[src/rtl/pll_lock_supervisor_pkg.sv]
// ============================================================================
// pll_lock_supervisor_pkg : shared widths, defaults and FSM state codes
// Revision: 1.0
// ============================================================================
`default_nettype none

package pll_lock_supervisor_pkg;

  localparam int unsigned CNT_W   = 16;
  localparam int unsigned LOSS_W  = 8;
  localparam int unsigned CNT_MAX = 65535;

  localparam int unsigned DEF_HOLD_CYCLES    = 16;
  localparam int unsigned DEF_STABLE_CYCLES  = 1024;
  localparam int unsigned DEF_TIMEOUT_CYCLES = 65535;
  localparam int unsigned DEF_MAX_RETRIES    = 3;

  localparam int unsigned STATE_W = 3;
  localparam logic [2:0] ST_PLLRST   = 3'd0;
  localparam logic [2:0] ST_WAITLOCK = 3'd1;
  localparam logic [2:0] ST_STABLE   = 3'd2;
  localparam logic [2:0] ST_RUN      = 3'd3;
  localparam logic [2:0] ST_FAULT    = 3'd4;

endpackage

`default_nettype wire

[src/rtl/pll_lock_supervisor_if.sv]
// ============================================================================
// pll_lock_supervisor_if : PLL-side and system-side control signals
// Revision: 1.0
// ============================================================================
`default_nettype none

interface pll_lock_supervisor_if;
  import pll_lock_supervisor_pkg::*;

  logic              lock;
  logic              relock;
  logic              pll_resetb;
  logic              pll_bypass;
  logic              sys_reset;
  logic              ready;
  logic              fault;
  logic [LOSS_W-1:0] loss_count;

  modport slave (
    input  lock, relock,
    output pll_resetb, pll_bypass, sys_reset, ready, fault, loss_count
  );

  modport master (
    output lock, relock,
    input  pll_resetb, pll_bypass, sys_reset, ready, fault, loss_count
  );

endinterface

`default_nettype wire

[src/rtl/pll_lock_supervisor_sync_2ff.sv]
// ============================================================================
// sync_2ff : two-flop synchroniser, asynchronous active-high reset to 0
// Revision: 1.0
// ============================================================================
`default_nettype none

module sync_2ff (
  input  wire logic clk_i,
  input  wire logic rst_i,
  input  wire logic d_i,
  output logic      q_o
);

  logic meta_q;
  logic sync_q;

  always_ff @(posedge clk_i or posedge rst_i) begin
    if (rst_i) begin
      meta_q <= 1'b0;
      sync_q <= 1'b0;
    end else begin
      meta_q <= d_i;
      sync_q <= meta_q;
    end
  end

  assign q_o = sync_q;

endmodule

`default_nettype wire

[src/rtl/pll_lock_supervisor.sv]
// ============================================================================
// pll_lock_supervisor : PLL reset sequencing, lock qualification, retry/fault
// Revision: 1.0
// ============================================================================
`default_nettype none

module pll_lock_supervisor
  import pll_lock_supervisor_pkg::*;
#(
  parameter int unsigned HOLD_CYCLES    = DEF_HOLD_CYCLES,
  parameter int unsigned STABLE_CYCLES  = DEF_STABLE_CYCLES,
  parameter int unsigned TIMEOUT_CYCLES = DEF_TIMEOUT_CYCLES,
  parameter int unsigned MAX_RETRIES    = DEF_MAX_RETRIES
) (
  input  wire logic                referenceclk_i,
  input  wire logic                reset_i,
  pll_lock_supervisor_if.slave     pll_if
);

  if (HOLD_CYCLES > CNT_MAX || STABLE_CYCLES > CNT_MAX || TIMEOUT_CYCLES > CNT_MAX ||
      MAX_RETRIES > CNT_MAX || MAX_RETRIES == 0) begin : g_param_check
    $fatal(1, "pll_lock_supervisor: parameter out of range");
  end

  localparam logic [CNT_W-1:0] C_HOLD    = CNT_W'(HOLD_CYCLES);
  localparam logic [CNT_W-1:0] C_STABLE  = CNT_W'(STABLE_CYCLES);
  localparam logic [CNT_W-1:0] C_TIMEOUT = CNT_W'(TIMEOUT_CYCLES);
  localparam logic [CNT_W-1:0] C_MAXRTY  = CNT_W'(MAX_RETRIES);

  logic               lock_s;
  logic [STATE_W-1:0] state_q, state_d;
  logic [CNT_W-1:0]   cnt_q, cnt_d;
  logic [CNT_W-1:0]   retry_q, retry_d;
  logic [LOSS_W-1:0]  loss_q, loss_d;
  logic               pll_resetb_q, sys_reset_q, ready_q, fault_q;
  logic               cnt_last;

  sync_2ff u_lock_sync (
    .clk_i (referenceclk_i),
    .rst_i (reset_i),
    .d_i   (pll_if.lock),
    .q_o   (lock_s)
  );

  // A value of 1 (or 0 for a zero-length parameter) marks the final cycle of a count.
  assign cnt_last = (cnt_q <= CNT_W'(1));

  always_comb begin
    state_d = state_q;
    cnt_d   = cnt_q;
    retry_d = retry_q;
    loss_d  = loss_q;
    if (pll_if.relock && (state_q != ST_FAULT)) begin
      state_d = ST_PLLRST;
      cnt_d   = C_HOLD;
    end else begin
      case (state_q)
        ST_PLLRST: begin
          if (cnt_last) begin
            state_d = ST_WAITLOCK;
            cnt_d   = C_TIMEOUT;
          end else begin
            cnt_d = cnt_q - CNT_W'(1);
          end
        end
        ST_WAITLOCK: begin
          if (lock_s) begin
            state_d = ST_STABLE;
            cnt_d   = C_STABLE;
          end else if (cnt_last) begin
            retry_d = retry_q + CNT_W'(1);
            if (retry_d == C_MAXRTY) begin
              state_d = ST_FAULT;
            end else begin
              state_d = ST_PLLRST;
              cnt_d   = C_HOLD;
            end
          end else begin
            cnt_d = cnt_q - CNT_W'(1);
          end
        end
        ST_STABLE: begin
          // A dropout only restarts qualification; it is not a failed attempt.
          if (!lock_s) begin
            state_d = ST_WAITLOCK;
            cnt_d   = C_TIMEOUT;
          end else if (cnt_last) begin
            state_d = ST_RUN;
            retry_d = '0;
          end else begin
            cnt_d = cnt_q - CNT_W'(1);
          end
        end
        ST_RUN: begin
          if (!lock_s) begin
            if (loss_q != '1) begin
              loss_d = loss_q + LOSS_W'(1);
            end
            state_d = ST_PLLRST;
            cnt_d   = C_HOLD;
          end
        end
        ST_FAULT: begin
          state_d = ST_FAULT;
        end
        default: begin
          state_d = ST_PLLRST;
          cnt_d   = C_HOLD;
        end
      endcase
    end
  end

  // Outputs are decoded from the next state so they register on the same edge as the state.
  always_ff @(posedge referenceclk_i or posedge reset_i) begin
    if (reset_i) begin
      state_q      <= ST_PLLRST;
      cnt_q        <= C_HOLD;
      retry_q      <= '0;
      loss_q       <= '0;
      pll_resetb_q <= 1'b0;
      sys_reset_q  <= 1'b1;
      ready_q      <= 1'b0;
      fault_q      <= 1'b0;
    end else begin
      state_q      <= state_d;
      cnt_q        <= cnt_d;
      retry_q      <= retry_d;
      loss_q       <= loss_d;
      pll_resetb_q <= !((state_d == ST_PLLRST) || (state_d == ST_FAULT));
      sys_reset_q  <= (state_d != ST_RUN);
      ready_q      <= (state_d == ST_RUN);
      fault_q      <= (state_d == ST_FAULT);
    end
  end

  assign pll_if.pll_resetb = pll_resetb_q;
  assign pll_if.pll_bypass = 1'b0;
  assign pll_if.sys_reset  = sys_reset_q;
  assign pll_if.ready      = ready_q;
  assign pll_if.fault      = fault_q;
  assign pll_if.loss_count = loss_q;

endmodule

`default_nettype wire

[src/flat_wrapper.sv]
// flat-port wrapper written by rule: the top's interface ports become plain ports
module pll_lock_supervisor_flat import pll_lock_supervisor_pkg::*;
#(
  parameter int unsigned HOLD_CYCLES    = DEF_HOLD_CYCLES,
  parameter int unsigned STABLE_CYCLES  = DEF_STABLE_CYCLES,
  parameter int unsigned TIMEOUT_CYCLES = DEF_TIMEOUT_CYCLES,
  parameter int unsigned MAX_RETRIES    = DEF_MAX_RETRIES
)
  (referenceclk_i, reset_i, pll_if_lock, pll_if_relock, pll_if_pll_resetb, pll_if_pll_bypass, pll_if_sys_reset, pll_if_ready, pll_if_fault, pll_if_loss_count);
  pll_lock_supervisor_if pll_if_i ();
  input  wire logic referenceclk_i;
  input  wire logic reset_i;
  input wire logic [$bits(pll_if_i.lock)-1:0] pll_if_lock;
  input wire logic [$bits(pll_if_i.relock)-1:0] pll_if_relock;
  output wire logic [$bits(pll_if_i.pll_resetb)-1:0] pll_if_pll_resetb;
  output wire logic [$bits(pll_if_i.pll_bypass)-1:0] pll_if_pll_bypass;
  output wire logic [$bits(pll_if_i.sys_reset)-1:0] pll_if_sys_reset;
  output wire logic [$bits(pll_if_i.ready)-1:0] pll_if_ready;
  output wire logic [$bits(pll_if_i.fault)-1:0] pll_if_fault;
  output wire logic [$bits(pll_if_i.loss_count)-1:0] pll_if_loss_count;
  assign pll_if_i.lock = pll_if_lock;
  assign pll_if_i.relock = pll_if_relock;
  assign pll_if_pll_resetb = pll_if_i.pll_resetb;
  assign pll_if_pll_bypass = pll_if_i.pll_bypass;
  assign pll_if_sys_reset = pll_if_i.sys_reset;
  assign pll_if_ready = pll_if_i.ready;
  assign pll_if_fault = pll_if_i.fault;
  assign pll_if_loss_count = pll_if_i.loss_count;
  pll_lock_supervisor #(.HOLD_CYCLES(HOLD_CYCLES), .STABLE_CYCLES(STABLE_CYCLES), .TIMEOUT_CYCLES(TIMEOUT_CYCLES), .MAX_RETRIES(MAX_RETRIES)) u_core (.referenceclk_i(referenceclk_i), .reset_i(reset_i), .pll_if(pll_if_i));
endmodule
[config.mk]
export PLATFORM = sky130hd
export DESIGN_NAME = pll_lock_supervisor_flat
export DESIGN_NICKNAME = d
export VERILOG_FILES = /design/src/rtl/pll_lock_supervisor_pkg.sv /design/src/rtl/pll_lock_supervisor_if.sv /design/src/rtl/pll_lock_supervisor_sync_2ff.sv /design/src/rtl/pll_lock_supervisor.sv /design/src/flat_wrapper.sv
export SDC_FILE = /design/constraint.sdc
export NUM_CORES = 1
export LEC_CHECK = 0
export CAP_MARGIN = 40
export CORE_MARGIN = 2
export CORE_UTILIZATION = 35
export CTS_CLUSTER_SIZE = 14
export DETAILED_ROUTE_END_ITERATION = 8
export GPL_TIMING_DRIVEN = 0
export SYNTH_ARGS = -nofsm -noshare
export SYNTH_HDL_FRONTEND = slang
export SYNTH_SLANG_ARGS = --single-unit
[constraint.sdc]
create_clock -name referenceclk_i -period 5.1 [get_ports referenceclk_i]
set_input_delay 1.53 -clock referenceclk_i [delete_from_list [all_inputs] [get_ports referenceclk_i]]
set_output_delay 1.53 -clock referenceclk_i [all_outputs]
set_load 0.005 [all_outputs]
Word level (Yosys, flattened, before mapping)
Index checks and enable logic that the tools add are counted.
{ "classes": {"n_reduce_logical": 9, "n_eq_ne": 18, "bitwise_logic": 2, "div_mod_pow": 0, "addsub": 3, "mul": 0, "shifts": 0, "magnitude_cmp": 1, "mux": 23} }
{ "op_table": {"columns": ["cell", "count"], "rows": [
  ["16-bit two-way mux", 12],
  ["16-bit one-hot mux with 5 select lines", 1],
  ["16-bit one-hot mux with 2 select lines", 1],
  ["3-bit two-way mux", 8],
  ["16-bit by 1-bit adder with 16-bit output (second input constant)", 1],
  ["16-bit by 2-bit equality test with 1-bit output (second input constant)", 1],
  ["16-bit by 1-bit less-or-equal comparator with 1-bit output (second input constant)", 1],
  ["16-bit by 1-bit subtractor with 16-bit output (second input constant)", 1],
  ["3-bit one-hot mux with 5 select lines", 1],
  ["3-bit by 2-bit equality test with 1-bit output (second input constant)", 3],
  ["8-bit by 1-bit adder with 8-bit output (second input constant)", 1],
  ["8-bit inequality test (second input constant)", 1],
  ["4-bit AND reduction", 2],
  ["3-bit equality test (second input constant)", 2],
  ["3-bit logical NOT", 2],
  ["2-bit by 1-bit inequality test with 1-bit output (second input constant)", 3],
  ["3-bit by 2-bit inequality test with 1-bit output (second input constant)", 2],
  ["6-bit AND reduction", 1],
  ["5-bit inequality test (second input constant)", 1],
  ["2-bit inequality test (second input constant)", 2],
  ["4-bit inequality test (second input constant)", 1],
  ["3-bit by 1-bit equality test with 1-bit output (second input constant)", 1],
  ["3-bit inequality test (second input constant)", 1],
  ["1-bit NOT", 2],
  ["other kinds (4)", 4]
]} }
{ "word_totals": {"elab_cells": 66, "in_bits": 4, "latch_bits": 0, "out_inout_bits": 13, "rom_bits": 0, "reg_bits": 49, "ramBits": 0, "mem_count": 0} }

Logic depth before layout (Yosys ltp)
{ "logic_depth": {"ltp_word": 10, "ltp_mapped": 11, "depth_no_buf": 8} }

Modules after synthesis
A second synthesis with hierarchy kept.
{ "unflattened": {"cells_unflattened": 356, "area_unflattened_um2": 3052.9} }
{ "by_module_without_submodules": {"columns": ["module", "cells_each", "seq_area_each_um2", "n_inst", "area_per_inst_um2"], "rows": [
  ["pll_lock_supervisor", 353, 1178.6, 1, 2999.1],
  ["sync_2ff", 3, 50.0, 1, 53.8]
]} }

Worst setup path before layout
Ideal clock, no wire load.
{ "synth_path": {"path_type": "input to register", "from": "input pll_if_relock", "to": "register u_core.cnt_q[0]", "arrival_ns": 3.151, "cell_stages": 9, "required_time_ns": 4.973, "setup_slack_ns": 1.821, "n_path_buf": 2, "setup_time_ns": 0.127, "path_cell_list": "nor2_2 -> o2111ai_1 -> a22o_1 -> nor4_1 -> and4_1 -> buf_4 -> or2_4 -> buf_6 -> mux2_1"} }
{ "synth_via": {"elab_chain_len": 3, "word_cells_on_any_way": 7, "classes_between": "eq/ne (4); mux (1); reduce/logical (2)"} }
{ "synth_lines": {"columns": ["element", "line", "rtl"], "rows": [
  ["start, declared", "flat_wrapper.sv:14", "input wire logic [$bits(pll_if_i.relock)-1:0] pll_if_relock;"],
  ["1-bit logical AND *", "pll_lock_supervisor.sv:53", "if (pll_if.relock && (state_q != ST_FAULT)) begin"],
  ["5-bit inequality test (no line) (tied with other cells)", null, null],
  ["4-bit AND reduction (no line)", null, null],
  ["end signal, assigned", "pll_lock_supervisor.sv:127", "cnt_q <= cnt_d;"],
  ["end, declared", "pll_lock_supervisor.sv:32", "logic [CNT_W-1:0] cnt_q, cnt_d;"]
]} }
Every way passes the cells marked *; elsewhere a longest branch is shown, timed or not.
A chain may end at the register's enable or synchronous reset.

Worst setup path in the final report
Ends and elaborated chain as after synthesis.

==> results.sh <==
export IMPL_place_gp_congestion=0.8396
export IMPL_dp_slack_ns=0.8952
export IMPL_grt_start_max_net_pins=28
export IMPL_fill_cells=848
export IMPL_dpl_cell_area_um2=3338
export IMPL_fin_area_um2=3458
export IMPL_path_cells="clkdlybuf4s50_1 -> nor2_2 -> o2111ai_1 -> a22o_1 -> nor4_1 -> and4_1 -> buf_4 -> or2_4 -> buf_6 -> mux2_1"
export IMPL_final_common_cell="dfrtp_1"
export IMPL_io_buffers=15
export IMPL_grt_pass1_wl_mm=12.34
export IMPL_ios=17
export IMPL_routed_wl_mm=7.257
export IMPL_hp_class="reg -> reg"
export IMPL_worstSetupPathType="in -> reg"
export IMPL_die_height_um=97.07
export IMPL_min_path_cells=0
export IMPL_synthFlopType="dfrtp_1"
export IMPL_async_flop_share_pct=100.0
export IMPL_postCtsSetupRepairBufs=0
export IMPL_relSlewSlack_pct=44.68
export IMPL_htree_levels=2
export IMPL_n_antenna_cell=0
export IMPL_place_hpwl_mm=5.062
export IMPL_final_nets=371
export IMPL_fin_skew_ns=0.009100
export IMPL_netlist_area_um2=3032
export IMPL_hold_violations=0
export IMPL_wl_per_cell_um=15.51
export IMPL_synth_avg_cell_area_um2=8.969
export IMPL_power_leakage_nw=1.508
export IMPL_grt_pass1_vias=2570
export IMPL_crit_arrival_ns=4.06
export IMPL_yosys_warnings=0
export IMPL_clockRootBuffer="clkbuf_8"
export IMPL_endpoint_kind="flop"
export IMPL_grtUsageTotal_pct=15.66
export IMPL_clock_latency_ns=0.32
export IMPL_antenna_found_initial=0
export IMPL_cp_slowest_stage_delay_ns=0.48
export IMPL_ys_types=65
export IMPL_die_area_um2=9423
export IMPL_ir_drop_mv=0.2370
export IMPL_crit_family="simple AND/OR/NAND/NOR gates"
export IMPL_timing_fmax_ghz=0.2591
export IMPL_clkTransAtPathRegs_ns=0.09
export IMPL_die_w_um=97.07
export IMPL_cts_tree="yes"
export IMPL_power_w=0.001323
export IMPL_cts_made_buffers=5
export IMPL_route_detailed_drc=0
export IMPL_dr_pass1_iters=4
export IMPL_yosys_area_top_type="dfrtp_1"
export IMPL_via_per_inst=5.684
export IMPL_ctsLongestPathBuffers=2
export IMPL_r2r_cells=11
export IMPL_synthTopCellsByArea="dfrtp_1 39%, nand2_1 4.2%, o21ai_0 3.5%, o31ai_1 3.2%, a21oi_1 3.1%"
export IMPL_grt_ovfl_total=0
export IMPL_ant_nets=0
export IMPL_p_per_area_nw_per_um2=382.5
export IMPL_tightestPinTransition_ns=0.8222
export IMPL_core_area_um2=8299
export IMPL_synth_nets=347
export IMPL_drive_gt1_share_pct=10.19
export IMPL_path_depth=10
export IMPL_cp_start_kind="primary input"
export IMPL_crit_fanout=10
export IMPL_max_cap_violations=0
export IMPL_fin_ws_ns=1.240
export IMPL_yosysTopAreaCellShare_pct=38.79
export IMPL_cts_resized=0
export IMPL_yosysSeqAreaShare_pct=40.53
export IMPL_synth_cells=338
export IMPL_final_cell_mix="47 x dfrtp_1, 34 x nand2_1, 22 x nor2_1, 21 x o21ai_0, 19 x a21oi_1"
export IMPL_fin_crit_sh_pct=75.68
export IMPL_vias=2660
export IMPL_setup_viol=0
export IMPL_crit_slowest_cell="clkdlybuf4s50_1"
export IMPL_row_count=33
export IMPL_rsz0062_at_grt="no"
export IMPL_ctsHoldBuffers=0
export IMPL_path_buf_inv=3
export IMPL_status="finished clean"
export IMPL_area_growth_synth_to_final_pct=14.07
export IMPL_period_minus_slack_ns=3.860
export IMPL_initial_utilization_pct=36.53
export IMPL_synth_edf_count=0
export IMPL_fin_setup_tns_ns=0
export IMPL_drtIter0Drc=138
export IMPL_drv_slew=0
export IMPL_cp_data_required_time_ns=5.30
export IMPL_ys_ff_latch=49
export IMPL_clock_sinks=49
==> metrics by stage <==
step	utilization, %	hold WS, ns	std cells
floorplan	-	0.3312	338
global placement	39.92	0.3317	458
detailed placement	40.22	0.3355	460
CTS	41.67	0.3577	468
global route	41.67	0.3688	468
finish	41.67	0.3556	468
==> synthesized netlist by cell type (3+ instances only) <==
library cell  count
a211o_1           5
a211oi_1          4
a21o_1            3
a21oi_1          19
a22o_1            4
a31oi_1           5
and2_1            4
and3_1            6
and4_1            3
buf_4             8
buf_6             3
clkbuf_1         10
dfrtp_1          47
ha_1              5
inv_1            10
nand2_1          34
nand3_1          15
nand4_1           8
nor2_1           22
nor2b_1           7
nor3_1            8
nor4_1            6
o2111ai_1         4
o21a_1            3
o21ai_0          21
o21bai_1          3
o22a_1            3
o31ai_1          13
or3_1             4
xnor2_1           5
xor2_1            3
==> report_power, final <==
part           switching (W)  internal [W]  leakage, nW
Combinational       0.000266      0.000212        0.786
Clock               0.000141      0.000160       0.0574
Sequential         0.0000867      0.000457        0.665
Total               0.000494      0.000829         1.51
==> sequential cells by signal (all words and copies together) (netlist names) <==
signal	flops
u_core.pll_if.loss_count	8
u_core.pll_if.sys_reset	1
u_core.cnt_q	16
u_core.pll_if.ready	1
u_core.u_lock_sync.q_o	1
u_core.u_lock_sync.meta_q	1
u_core.state_q	3
u_core.pll_if.pll_resetb	1
u_core.retry_q	16
u_core.pll_if.fault	1
==> path summary, 6_finish.rpt <==
path | end | slack (ns) | start
hold reg to reg | u_core.u_lock_sync.q_o$_DFF_PP0_ | 0.36 | u_core.u_lock_sync.meta_q$_DFF_PP0_
hold / removal | u_core.u_lock_sync.q_o$_DFF_PP0_ | 0.36 | u_core.u_lock_sync.meta_q$_DFF_PP0_
min in group asynchronous | u_core.pll_if.loss_count[6]$_DFFE_PP0P_ | 1.56 | reset_i
setup / recovery | u_core.cnt_q[0]$_DFFE_PP0P_ | 1.24 | pll_if_relock
setup reg to reg | u_core.cnt_q[0]$_DFFE_PP0P_ | 2.05 | u_core.retry_q[0]$_DFFE_PP0P_
max in group asynchronous | u_core.cnt_q[13]$_DFFE_PP0P_ | 3.01 | reset_i
==> area by class of cell <==
cell class / count / area, µm² / share of cell area [%]
clock inverters: 2 / 37.54 / 1.085
multi-input cells: 256 / 1624 / 46.96
repair buffers: 17 / 175.2 / 5.065
inverters: 10 / 37.54 / 1.085
plain buffers: 23 / 141.4 / 4.088
clock buffers: 6 / 82.58 / 2.388
flip-flops and latches: 49 / 1229 / 35.53
well taps: 105 / 131.4 / 3.799
==> metal layers <==
metal	up-vias	track usage (%)	share of wire (%)
met3	9	2.662	3.4
met5	-	0	0
met4	0	4.767	1.1
met1	1289	21.46	49
li1	1304	-	-
met2	58	25.43	47
==> kinds of logic after synthesis <==
kind of cell,after synthesis,share of synthesized area (%)
xor gates and xnor gates,8,2.311
AOI/OAI and AO/OA,102,23.15
adders and majority gates,5,2.064
DFF,49,40.53
muxes,4,1.444
buffers and inverters,33,5.902
and+or+nand+nor,136,24.48
other,1,0.1237
Note: power is estimated with default switching activity, not from simulation.
